File: config.mk
export PLATFORM = sky130hd
export DESIGN_NAME = can_tx_frame_tail
export DESIGN_NICKNAME = d
export VERILOG_FILES = /design/src/rtl/can_tx_frame_tail.sv
export SDC_FILE = /design/constraint.sdc
export NUM_CORES = 1
export LEC_CHECK = 0
export BUFFER_PORTS_ARGS = -buffer_cell sky130_fd_sc_hd__buf_2
export CAP_MARGIN = 20
export CORE_UTILIZATION = 40
export DETAILED_ROUTE_END_ITERATION = 7
export PLACE_DENSITY_LB_ADDON = 0.1
export SYNTH_ARGS = -nofsm -noshare
export SYNTH_HDL_FRONTEND = slang
export SYNTH_SLANG_ARGS = --single-unit
File: constraint.sdc
create_clock -name clk -period 1.9 [get_ports clk]
set_clock_uncertainty 0.1 [all_clocks]
set_input_delay 0.38 -clock clk [delete_from_list [all_inputs] [get_ports clk]]
set_output_delay 0.38 -clock clk [all_outputs]
set_load 0.02 [all_outputs]
File: src/rtl/can_tx_frame_tail.sv
// Transmit-side sequencer for the CAN frame tail (CRC delimiter through Intermission).
// Keeps TX recessive, checks RX at each sample point and reports errors or completion.
module can_tx_frame_tail #(
  parameter int EOF_BITS = 7,
  parameter int IFS_BITS = 3,
  parameter int CNT_W    = 3
) (
  input  logic       clk,
  input  logic       reset_n,
  input  logic       BIT_START,
  input  logic       SP,
  input  logic       START,
  input  logic       RX,
  output logic       TX,
  output logic       BUSY,
  output logic [2:0] FIELD,
  output logic       ACK_Error,
  output logic       FORM_Error,
  output logic       OVERLOAD,
  output logic       DONE
);

  typedef enum logic [2:0] {
    ST_IDLE     = 3'd0,
    ST_WAIT     = 3'd1,
    ST_CRC_DEL  = 3'd2,
    ST_ACK_SLOT = 3'd3,
    ST_ACK_DEL  = 3'd4,
    ST_EOF      = 3'd5,
    ST_IFS      = 3'd6
  } state_t;

  localparam logic [CNT_W-1:0] EOF_LAST = CNT_W'(EOF_BITS - 1);
  localparam logic [CNT_W-1:0] IFS_LAST = CNT_W'(IFS_BITS - 1);

  state_t           state;
  state_t           state_next;
  logic [CNT_W-1:0] cnt;
  logic [CNT_W-1:0] cnt_next;
  logic             ack_next;
  logic             form_next;
  logic             ovl_next;
  logic             done_next;

  always_ff @(posedge clk) begin
    if (!reset_n) begin
      state      <= ST_IDLE;
      cnt        <= '0;
      TX         <= 1'b1;
      BUSY       <= 1'b0;
      ACK_Error  <= 1'b0;
      FORM_Error <= 1'b0;
      OVERLOAD   <= 1'b0;
      DONE       <= 1'b0;
    end else begin
      state      <= state_next;
      cnt        <= cnt_next;
      TX         <= 1'b1;
      BUSY       <= (state_next != ST_IDLE);
      ACK_Error  <= ack_next;
      FORM_Error <= form_next;
      OVERLOAD   <= ovl_next;
      DONE       <= done_next;
    end
  end

  assign FIELD = state;

  // Sample-point check uses the pre-advance state; any error aborts and masks the advance.
  always_comb begin
    state_next = state;
    cnt_next   = cnt;
    ack_next   = 1'b0;
    form_next  = 1'b0;
    ovl_next   = 1'b0;
    done_next  = 1'b0;

    if (SP) begin
      case (state)
        ST_CRC_DEL, ST_ACK_DEL, ST_EOF: form_next = ~RX;
        ST_ACK_SLOT:                    ack_next  = RX;
        ST_IFS:                         ovl_next  = ~RX && (cnt < IFS_LAST);
        default:                        ;
      endcase
    end

    if (ack_next || form_next || ovl_next) begin
      state_next = ST_IDLE;
      cnt_next   = '0;
    end else begin
      case (state)
        ST_IDLE: begin
          if (START) begin
            state_next = ST_WAIT;
            cnt_next   = '0;
          end
        end
        ST_WAIT:     if (BIT_START) state_next = ST_CRC_DEL;
        ST_CRC_DEL:  if (BIT_START) state_next = ST_ACK_SLOT;
        ST_ACK_SLOT: if (BIT_START) state_next = ST_ACK_DEL;
        ST_ACK_DEL: begin
          if (BIT_START) begin
            state_next = ST_EOF;
            cnt_next   = '0;
          end
        end
        ST_EOF: begin
          if (BIT_START) begin
            if (cnt == EOF_LAST) begin
              state_next = ST_IFS;
              cnt_next   = '0;
            end else begin
              cnt_next = cnt + CNT_W'(1);
            end
          end
        end
        ST_IFS: begin
          if (BIT_START) begin
            if (cnt == IFS_LAST) begin
              state_next = ST_IDLE;
              cnt_next   = '0;
              done_next  = 1'b1;
            end else begin
              cnt_next = cnt + CNT_W'(1);
            end
          end
        end
        default: begin
          state_next = ST_IDLE;
          cnt_next   = '0;
        end
      endcase
    end
  end

endmodule

== After elaboration in Yosys (flattened, before gate mapping) ==
Index checks and enable logic that the tools add are counted.

* Add/subtract/negate cells: 1
* $lt $le $gt $ge: 1
* Eq/ne operators: 12
* Multiplexer cells: 25
* Bitwise logic cells: 5
* Reductions and logical operators: 10

{| class="wikitable"
|+ Operators with widths
! operator !! count
|-
| 3-bit 2-to-1 mux || 16
|-
| 3-bit case mux with 7 select lines || 1
|-
| 3-bit case mux with 5 select lines || 1
|-
| 3-bit == test, second input constant || 4
|-
| 3-bit by 2-bit == test with 1-bit output, second input constant || 3
|-
| 2-bit != test, second input constant || 4
|-
| 1-bit 2-to-1 mux || 7
|-
| 3-bit OR reduction || 2
|-
| 1-bit inverter || 5
|-
| 5-bit AND reduction || 1
|-
| 4-bit OR reduction || 1
|-
| 3-bit by 1-bit adder with 3-bit output, second input constant || 1
|-
| 3-bit by 1-bit == test with 1-bit output, second input constant || 1
|-
| 3-bit zero test || 1
|-
| 3-bit by 2-bit < comparator with 1-bit output, second input constant || 1
|-
| 3-bit nonzero test || 1
|-
| 1-bit logical OR || 2
|-
| 2-bit OR reduction || 1
|-
| 1-bit logical AND || 1
|}

* Flip-flop bits (word level): 11
* Input port bits: 6

== Longest topological paths before layout ==
Gate-level depths: netlist of run 1.

* Depth after elaboration: 8
* Gate-level depth with buffers: 6

== Worst setup path after synthesis of run 1 ==
OpenSTA, ideal clock, no wires.

* Kind: register -> register
* Start point: register cnt[0]
* End point: register cnt[1]
* Setup time: 66 ps
* Arrival time: 1584 ps
* Data required time: 1734 ps
* Path slack: 150 ps
* Cell stages (with the launch flop): 7
* Path buffers: 0
* Period minus slack after synthesis: 1750 ps
* Cells stage by stage: dfxtp_1 -> inv_1 -> ha_1 -> a21bo_2 -> o22ai_2 -> or4b_4 -> a21oi_2

* Longest elaborated chain between the ends: 6

{| class="wikitable"
|+ Ends and longest elaborated chain
! what !! RTL line !! source
|-
| from (decl) || 38 || <nowiki>logic [CNT_W-1:0] cnt;</nowiki>
|-
| from (signal assigned) || 57 || <nowiki>cnt <= cnt_next;</nowiki>
|-
| branches (longest 6 deep; another with 3-bit by 1-bit adder with 3-bit output) || - ||
|}

Several ways; the timed one is not identified. The select of a mux whose other input is x is not followed.
A chain may end at the register's enable or synchronous reset.

== Worst setup path after layout of run 1 ==
* Start point: register state[0] (netlist: FIELD[0])
* End point: register cnt[1]

* Longest elaborated chain between the ends: 7

{| class="wikitable"
|+ Ends and longest elaborated chain
! what !! RTL line !! source
|-
| from (decl) || 36 || <nowiki>state_t state;</nowiki>
|-
| from (signal assigned) || 56 || <nowiki>state <= state_next;</nowiki>
|-
| 3-bit == test or 3-bit by 2-bit == test with 1-bit output (tied branches) || 79, 91 ||
|-
| 3-bit OR reduction || 79 || <nowiki>case (state)</nowiki>
|-
| 1-bit 2-to-1 mux || 79 ||
|-
| 1-bit 2-to-1 mux || 78 || <nowiki>if (SP) begin</nowiki>
|-
| 1-bit logical OR (2 in a row) || 87 || <nowiki>if (ack_next || form_next || ovl_next) begin</nowiki>
|-
| 2-bit OR reduction (no source line) || - ||
|}

Parallel ways exist; a longest one is shown, timed or not.

==> out/metrics.yaml, run 1 <==
required_ps: 2010
yosys_warnings: 0
grt_pass1_vias: 516
initial_core_util_pct: 43.5
total_power_w: 0.000496
clock-root-buffer: "clkbuf_4"
highest_layer: "met4"
routed-wl-met2_um: 608
status: "finished, final reports clean"
setup_violations: 0
path_buf_inv: 0
period_needed_ps: 1800
ioPinCount: 15
grt_max_degree: 13
cp-start-kind: "flip-flop"
antenna_found_initial: 0
diodes: 0
async_reset_ff_share_pct: 0
critPathMaxStageDelay_ps: 560
power.leakage_nw: 0.324
syn_inst: 76
post-route-period-util_pct: 94.8
clk_pin_slew_ps: 70
synthesis.nets: 84
nNetsFinal: 101
hold_path_class: "in -> reg"
vias_per_cell: 5.55
setup_tns_ps: 0
critPathSlowestCell: "dfxtp_1"
met1_length_um: 661
row_count: 14
place_inst: 104
grt_usage_pct: 16.9
dominantRegCellSynth: "dfxtp_1"
routed_wl_mm: 1.33
synth-edff-count: 0
cts_setup_buffers: 0
cts_buffers: 3
core-area_um2: 1520
r2r-end: "cnt[1]"
drive_above_1_share_pct: 34.8
fmax_mhz: 555
fill_cells: 150
htree_levels: 1
die_area_um2: 1820
multiInputGateArea_um2: 398
critPathMaxFanout: 12
maxCapViolCount: 0
vias: 599
final_cell_area_um2: 783
drt_iter0_drc: 16
synth-seq-cells: 11
wl_per_cell_um: 12.3
drtAntennaViolNets: 0
critical_path.cell_chain: "a21bo_2 -> o22ai_4 -> or4b_4 -> a21oi_2"
min_from: "SP"
whs_ps: 302
placed_area_um2: 742
seq_area_frac_synth_pct: 33.2
synthDistinctLibCells: 38
final_cells: 108
clockBufferDepth: 2
grt-ovfl-total: 0
grt_pass1_wl_mm: 2.32
gp_congestion: 0.784
route.met3.wl_um: 45
ff2ff_setup_slack_ps: 100
min_to: "ACK_Error"
synth_area_um2: 663
endpoint_kind: "flip-flop"
dr.pass1.iters: 4
rr_worst_depth: 4
seq_area_um2: 221
worstHoldPathCells: 2
drv_slew: 0
r2r_start: "FIELD[0]"
drc: 0
worstSkewPairLatency_ps: 270
clkSinkCount: 11
ir_drop_uv: 376
cts_tree: "done"
area_growth_pct: 18.1
cp.arrival_ps: 1910
power_density_nw_per_um2: 633
hpwl_um: 975
die_h_um: 42.7
die_w_um: 42.7
hold_viol: 0
cpLargestDelayFamily: "compound AO/OA/AOI/OAI gates"
syn_area_per_cell_um2: 8.73
path_class: "reg -> reg"
portBuffers: 13
-- cell type report --
cell class | instances | share of cell area [%]
Inverter | 4 | 1.92
Timing Repair Buffer | 18 | 13.1
Clock buffer | 4 | 3.35
Sequential cell | 11 | 28.3
Multi-Input combinational cell | 55 | 50.8
Tap cell | 16 | 2.56
-- repair_timing --
action                     in CTS  in global routing
resized for setup               0                  4
setup endpoints to repair       0                  2
hold buffers                    0                  0
-- registers in the layout (all words and copies together), names as in the netlist --
name,flops
OVERLOAD,1
ACK_Error,1
FORM_Error,1
cnt,3
BUSY,1
FIELD,3
DONE,1
-- report_power, final --
group	switching (W)	total [W]	internal, W
registers	0.0000116	0.000249	0.000237
logic	0.0000478	0.0000884	0.0000406
clock network	0.0000778	0.000159	0.0000813
-- synthesized netlist by cell type, types with 2 or more instances --
cell type / instances / area (µm²)
buf_2: 2 / 10.0
ha_1: 2 / 25.0
nand2b_1: 2 / 12.5
nand4b_1: 3 / 26.3
o21ai_0: 3 / 15.0
a31oi_1: 2 / 12.5
dfxtp_1: 11 / 220
nor2_1: 7 / 26.3
nor2b_1: 2 / 12.5
a21oi_1: 4 / 20.0
buf_6: 2 / 22.5
inv_1: 4 / 15.0
nand4_1: 2 / 12.5
nand2_1: 6 / 22.5
-- logic make-up after synthesis --
family	count (synthesis)	share of synthesized area, %
AND/OR/NAND/NOR	32	29.2
AO/OA/AOI/OAI	20	24.3
flip-flops	11	33.2
buffers and inverters	10	8.87
adder cells (fa/ha/maj)	2	3.77
other	1	0.565
-- per-layer routing --
metal / global-route usage [%] / up-vias
li1: - / 309
met1: 22.2 / 276
met2: 25.5 / 12
met3: 6.38 / 2
met4: 5.63 / 0
met5: 0 / -
-- worst max path at each step --
stage	startpoint	endpoint	slack, ps	depth (start not counted)
finish	FIELD[0]	cnt[1]	100	4
global route	FIELD[0]	cnt[0]	-5	4
CTS	cnt[0]	cnt[1]	9	6
detailed placement	cnt[0]	cnt[1]	50	6
global placement	cnt[0]	cnt[1]	90	6
floorplan	cnt[0]	cnt[1]	150	6
-- placed cells by master (no fill, tap or decap), drive strengths merged, types with 3 or more instances in the layout --
cell type / n
o21ai: 4
a21oi: 5
clkbuf: 4
nor2: 7
inv: 4
nand2: 6
dfxtp: 11
nand4b: 3
buf: 18
-- metrics by stage --
stage	util, %	worst slack (ps)
4_1_cts	50.4	9.04
3_3_place_gp	48.7	86.1
3_5_place_dp	48.7	52.0
6_report	51.4	98.3
2_1_floorplan	-	150
5_1_grt	51.4	-4.54
Note: power is estimated with default switching activity, not from simulation.
==> run 2: changes to the inputs <==
--- a/config.mk
+++ b/config.mk
@@ -5,6 +5,7 @@
 export SDC_FILE = /design/constraint.sdc
 export NUM_CORES = 1
 export LEC_CHECK = 0
+export ABC_AREA = 1
 export BUFFER_PORTS_ARGS = -buffer_cell sky130_fd_sc_hd__buf_2
 export CAP_MARGIN = 20
 export CORE_UTILIZATION = 40
==> out/metrics.yaml, run 2 <==
vias_per_cell: 4.53  # -18%
initial_core_util_pct: 43.8  # +0.24 points
synth-seq-cells: 11  # unchanged
p_clk_share_pct: 29.2  # -2.8 points
cp-start-kind: "flip-flop"
p_switching_w: 0.000171  # +25%
power_density_nw_per_um2: 609  # -3.9%
grt_usage_pct: 18.5  # +1.5 points
drive_above_1_share_pct: 28.1  # -6.6 points
vias: 725  # +21%
routed_wl_mm: 1.57  # +18%
cts.repair.resized: 0  # unchanged
critical_path.cell_chain: "buf_2"
synth_largest_area_cell: "dfxtp_1"
final_common_cell: "nor2_1"
cts_setup_buffers: 0  # unchanged
setup_tns_ps: 0  # unchanged
hold_path_class: "in -> reg"
required_ps: 1420  # -590 ps
row_count: 15  # +1
fill_cells: 201  # +34%
ff2ff_setup_slack_ps: 440  # +340 ps
min_from: "reset_n"
setup_violations: 0  # unchanged
hold_viol: 0  # unchanged
cts_tree: "done"
cp.arrival_ps: 1030  # -880 ps
endpoint_kind: "output pin"
syn_inst: 120  # +58%
status: "finished, final reports clean"
rsz0062_at_grt: "no"
period_needed_ps: 1510  # -288 ps
seq_area_frac_synth_pct: 28.5  # -4.7 points
power_frac_comb_pct: 22.9  # +5.1 points
p_int_w: 0.000364  # +1.5%
p_sw_share_pct: 31.9  # +4.3 points
worstSkewPairLatency_ps: 270  # about the same
nNetsFinal: 144  # +43%
drtAntennaViolNets: 0  # unchanged
fmax_mhz: 661  # +19%
clockBufferDepth: 2  # unchanged
gp_congestion: 0.796  # +1.5%
yosys_warnings: 0  # unchanged
dominantRegCellSynth: "dfxtp_1"
synth-edff-count: 0  # unchanged
async_reset_ff_share_pct: 0  # unchanged
path_buf_inv: 1  # +1
power_frac_seq_pct: 47.8  # -2.3 points
grt_pass1_vias: 621  # +20%
diodes: 0  # unchanged
area_growth_pct: 13.9
ir_drop_uv: 280  # -26%
drv_slew: 0  # unchanged
ys_top_cells_by_area: "dfxtp_1, nor2_1, nand2_1, inv_1, nand3_2"
core-area_um2: 1760  # +16%
post-route-period-util_pct: 79.7  # -15 points
synthesis.nets: 128  # +52%
grt-ovfl-total: 0  # unchanged
antenna_found_initial: 0  # unchanged
min_to: "FORM_Error"
die_w_um: 45.9  # +7.5%
cts_buffers: 3  # unchanged
die_h_um: 45.9  # +7.5%
portBuffers: 13  # unchanged
r2r_start: "cnt[1]"
grt_pass1_wl_mm: 2.63  # +13%
htree_levels: 1  # unchanged
die_area_um2: 2110  # +16%
drc: 0  # unchanged
synthDistinctLibCells: 21  # -45%
path_class: "reg -> out"
syn_area_per_cell_um2: 6.43  # -26%
clkSinkCount: 11  # unchanged
wl_per_cell_um: 9.82  # -20%
cpLargestDelayFamily: "flip-flops"
synthMostInstantiatedCell: "nor2_1"
r2r-end: "BUSY"
clock-root-buffer: "clkbuf_4"
hpwl_mm: 1.24  # +27%
power.leakage_nw: 0.502  # +55%
hold_buffers: 0  # unchanged
rr_worst_depth: 8  # +4
ioPinCount: 15  # unchanged
worstHoldPathCells: 3  # +1
worst_slack_ps: 387  # +288 ps
synth_area_um2: 772  # +16%
grt_max_degree: 10  # -3
dpl_worst_slack_ps: 454  # +402 ps
ys_top_cells_by_count: "nor2_1, nand2_1, inv_1"
clk_pin_slew_ps: 70  # about the same
synth_top_area_share_pct: 28.5  # -4.7 points
dr.pass1.iters: 4  # unchanged
drt_iter0_drc: 22  # +6
critPathMaxFanout: 8  # -4
maxCapViolCount: 0  # unchanged
final_cell_mix: "nor2_1, nand2_1, inv_1"
critPathSlowestCell: "dfxtp_1"
critPathMaxStageDelay_ps: 530  # -30 ps
## run 2: area by class of cell
class	instances	area, µm²	area share [%]
Clock buffer	4	26.3	2.99
Inverter	25	97.6	11.1
Multi-Input combinational cell	82	439	49.9
Sequential cell	11	220	25.0
Tap cell	25	31.3	3.56
Timing Repair Buffer	13	65.1	7.40
## run 2: cells by family (layout without fill, tap and decap cells)
kind of cell	count (synthesis)	after routing	synth area share, %
AO/OA/AOI/OAI	8	8	7.62
adder cells (fa/ha/maj)	2	2	3.24
buffers and inverters	27	42	14.6
flip-flops	11	11	28.5
other	1	1	0.486
AND/OR/NAND/NOR	71	71	45.5
## run 2: per-stage QoR
stage / hold slack (ps) / instance area, µm² / total power (W) / utilization [%] / instances
after floorplan: 398 / 772 / 0.000356 / - / 120
after global placement: 447 / 853 / 0.000384 / 48.4 / 156
after detailed placement: 434 / 853 / 0.000383 / 48.4 / 156
after CTS: 306 / 880 / 0.000540 / 49.9 / 160
after global routing: 314 / 880 / 0.000578 / 49.9 / 160
final: 310 / 880 / 0.000535 / 49.9 / 160
## run 2: power by group through the flow
stage,clock [W],sequential [W],combinational [W]
final,0.000156,0.000256,0.000123
after detailed placement,0,0.000261,0.000122
after floorplan,0,0.000267,0.0000884
after global placement,0,0.000261,0.000123
after CTS,0.000161,0.000256,0.000123
after global routing,0.000181,0.000259,0.000139
## run 2: per-layer routing
layer | up-vias | global-route usage, % | share of wire, %
met3 | 3 | 3.57 | 2.5
met2 | 18 | 26.8 | 45
met5 | - | 0 | 0
met1 | 311 | 23.6 | 51
met4 | 0 | 14.1 | 1.8
li1 | 393 | - | -
## run 2: worst max path at each step
stage | start | endpoint | slack (ps) | cells past startpoint
2_1_floorplan | FIELD[1] | cnt[2] | 520 | 9
3_3_place_gp | cnt[1] | cnt[0] | 430 | 8
3_5_place_dp | cnt[1] | cnt[0] | 450 | 8
4_1_cts | FIELD[2] | FIELD[2] | 370 | 1
5_1_grt | cnt[1] | BUSY | 260 | 8
6_report | FIELD[2] | FIELD[2] | 390 | 1
==> run 3: changes to the inputs <==
==> constraint.sdc (replaced) <==
create_clock -name clk -period 1.3 [get_ports clk]
set_clock_uncertainty 0.1 [all_clocks]
set_input_delay 0.26 -clock clk [delete_from_list [all_inputs] [get_ports clk]]
set_output_delay 0.26 -clock clk [all_outputs]
set_load 0.02 [all_outputs]
==> out/metrics.yaml, run 3 (synthesis results as in run 2) <==
required_ps: 1370  # -50 ps
maxCapViolCount: 0  # unchanged
path_class: "reg -> reg"
ioPinCount: 15  # unchanged
initial_core_util_pct: 43.8  # unchanged
diodes: 0  # unchanged
multiInputGateArea_um2: 510  # +16%
fmax_mhz: 766
path_buf_inv: 2  # +1
hpwl_mm: 1.36  # +9.6%
nNetsFinal: 152  # +5.6%
grt_pass1_vias: 716  # +15%
finish.utilization_pct: 58.3  # +8.4 points
worstSkewPairLatency_ps: 280  # about the same
grt-ovfl-total: 0  # unchanged
cts_buffers: 3  # unchanged
power_density_nw_per_um2: 800  # +31%
grt_max_degree: 10  # unchanged
min_from: "reset_n"
gp_congestion: 0.795  # -0.18%
crit_top_cell: "inv_2"
r2r_start: "cnt[0]"
violations: "negative setup slack"
setup_violations: 1  # +1
min_to: "OVERLOAD"
place_inst: 162  # +3.8%
power.leakage_nw: 0.570  # +14%
cp.arrival_ps: 1380  # +350 ps
drv_slew: 0  # unchanged
rr_worst_depth: 9  # +1
portBuffers: 13  # unchanged
final_common_cell: "nor2_1"
clkSinkCount: 11  # unchanged
vias: 780  # +7.6%
final_cell_mix: "nor2_1, nand2_1, inv_1"
antenna_found_initial: 0  # unchanged
final_cells: 168  # +5.0%
dr.pass1.iters: 4  # unchanged
critPathMaxFanout: 3  # -5
routed_wl_mm: 1.75  # +11%
critPathMaxStageDelay_ps: 330  # -200 ps
dpl_worst_slack_ps: -74.6  # -529 ps
die_h_um: 45.9  # unchanged
vias_per_cell: 4.64  # +2.5%
worst_slack_ps: -5.81  # -392 ps
seq_area_um2: 238  # +8.0%
htree_levels: 1  # unchanged
cts_tree: "done"
row_count: 15  # unchanged
rsz0062_at_grt: "yes"
hold_viol: 0  # unchanged
period_needed_ps: 1310
ff2ff_setup_slack_ps: -6  # -450 ps
drt_iter0_drc: 18  # -18%
critical_path.cell_chain: "inv_2 -> ha_4 -> inv_2 -> nor2_4 -> a21oi_2 -> nor2_1 -> nand2_1 -> nand2_2 -> nand3_2"
core-area_um2: 1760  # unchanged
wl_per_cell_um: 10.4  # +6.2%
area_growth_pct: 33.2
grt_usage_pct: 19.5  # +1.1 points
fill_cells: 198  # -1.5%
endpoint_kind: "flip-flop"
clk_pin_slew_ps: 70  # about the same
drtAntennaViolNets: 0  # unchanged
hold_path_class: "in -> reg"
r2r-end: "BUSY"
cp_num_cells: 9  # +8
clock-root-buffer: "clkbuf_4"
drc: 0  # unchanged
drive_above_1_share_pct: 45.5  # +17 points
critPathSlowestCell: "dfxtp_2"
cp-start-kind: "flip-flop"
post-route-period-util_pct: 100
die_w_um: 45.9  # unchanged
cpLargestDelayFamily: "simple AND/OR/NAND/NOR gates"
ir_drop_uv: 386  # +38%
worstHoldPathCells: 3  # unchanged
status: "finished with violations"
die_area_um2: 2110  # unchanged
grt_pass1_wl_mm: 2.90  # +10%
clockBufferDepth: 2  # unchanged
==> run 3: changes by cell type in the layout (fill, tap and decap cells not counted), moves of 2 or more <==
cell / delta
inv_2: +4
nor2_4: +3
dfxtp_1: -6
nand2_1: -3
dfxtp_4: +4
dfxtp_2: +2
nand2_2: +2
buf_4: +8
inv_1: -4
nor2_1: -3
==> run 3: layout make-up <==
cell class | count | share of cell area (%)
flip-flops and latches | 11 | 23.1
clock buffers | 4 | 2.55
repair buffers | 21 | 12.2
multi-input cells | 82 | 49.6
inverters | 25 | 9.49
well taps | 25 | 3.04
==> run 3: worst register-to-register path, stage by stage (launching register included) <==
cell and delay, ps:
dfxtp_2 330, inv_2 70, ha_4 160, inv_2 50, nor2_4 140, a21oi_2 70
nor2_1 80, nand2_1 70, nand2_2 80, nand3_2 60
==> run 3: worst max path at each step <==
stage | from | endpoint | slack [ps]
after floorplan | FIELD[0] | cnt[2] | 7
after global placement | cnt[0] | BUSY | -60
after detailed placement | cnt[0] | BUSY | -70
after CTS | FIELD[1] | cnt[2] | 7
after global routing | cnt[0] | BUSY | -100
final | cnt[0] | BUSY | -6
==> run 3: layer usage <==
| metal | GRT usage (%) | up-vias | part of all wire (%) |
|---|---|---|---|
| met5 | 0 | - | 0 |
| met4 | 10.6 | 0 | 0.57 |
| met3 | 3.57 | 2 | 3.4 |
| met1 | 24.1 | 350 | 47 |
| met2 | 31.5 | 21 | 49 |
| li1 | - | 407 | - |
==> run 3: metrics by stage <==
step	TNS [ps]	instance area [µm²]	hold slack [ps]	total power, W
2_1_floorplan	0	776	303	0.000522
3_3_place_gp	-129	902	454	0.000567
3_5_place_dp	-223	902	457	0.000568
4_1_cts	0	960	172	0.000804
5_1_grt	-454	1030	190	0.000864
6_report	-5.81	1030	163	0.000822
==> run 3: power by group <==
| group | total (W) | switching (W) | internal (W) | leakage [nW] |
|---|---|---|---|---|
| Clock | 0.000241 | 0.000122 | 0.000119 | 0.0150 |
| Sequential | 0.000375 | 0.0000222 | 0.000353 | 0.0933 |
| Combinational | 0.000206 | 0.000131 | 0.0000747 | 0.462 |
| Total | 0.000822 | 0.000276 | 0.000547 | 0.570 |
==> run 3: repair_timing <==
action | CTS | global route
setup buffers | 0 | 2
setup endpoints to repair | 6 | 8
gates resized for setup | 11 | 16
pin swaps | 3 | 10
hold buffers | 0 | 0
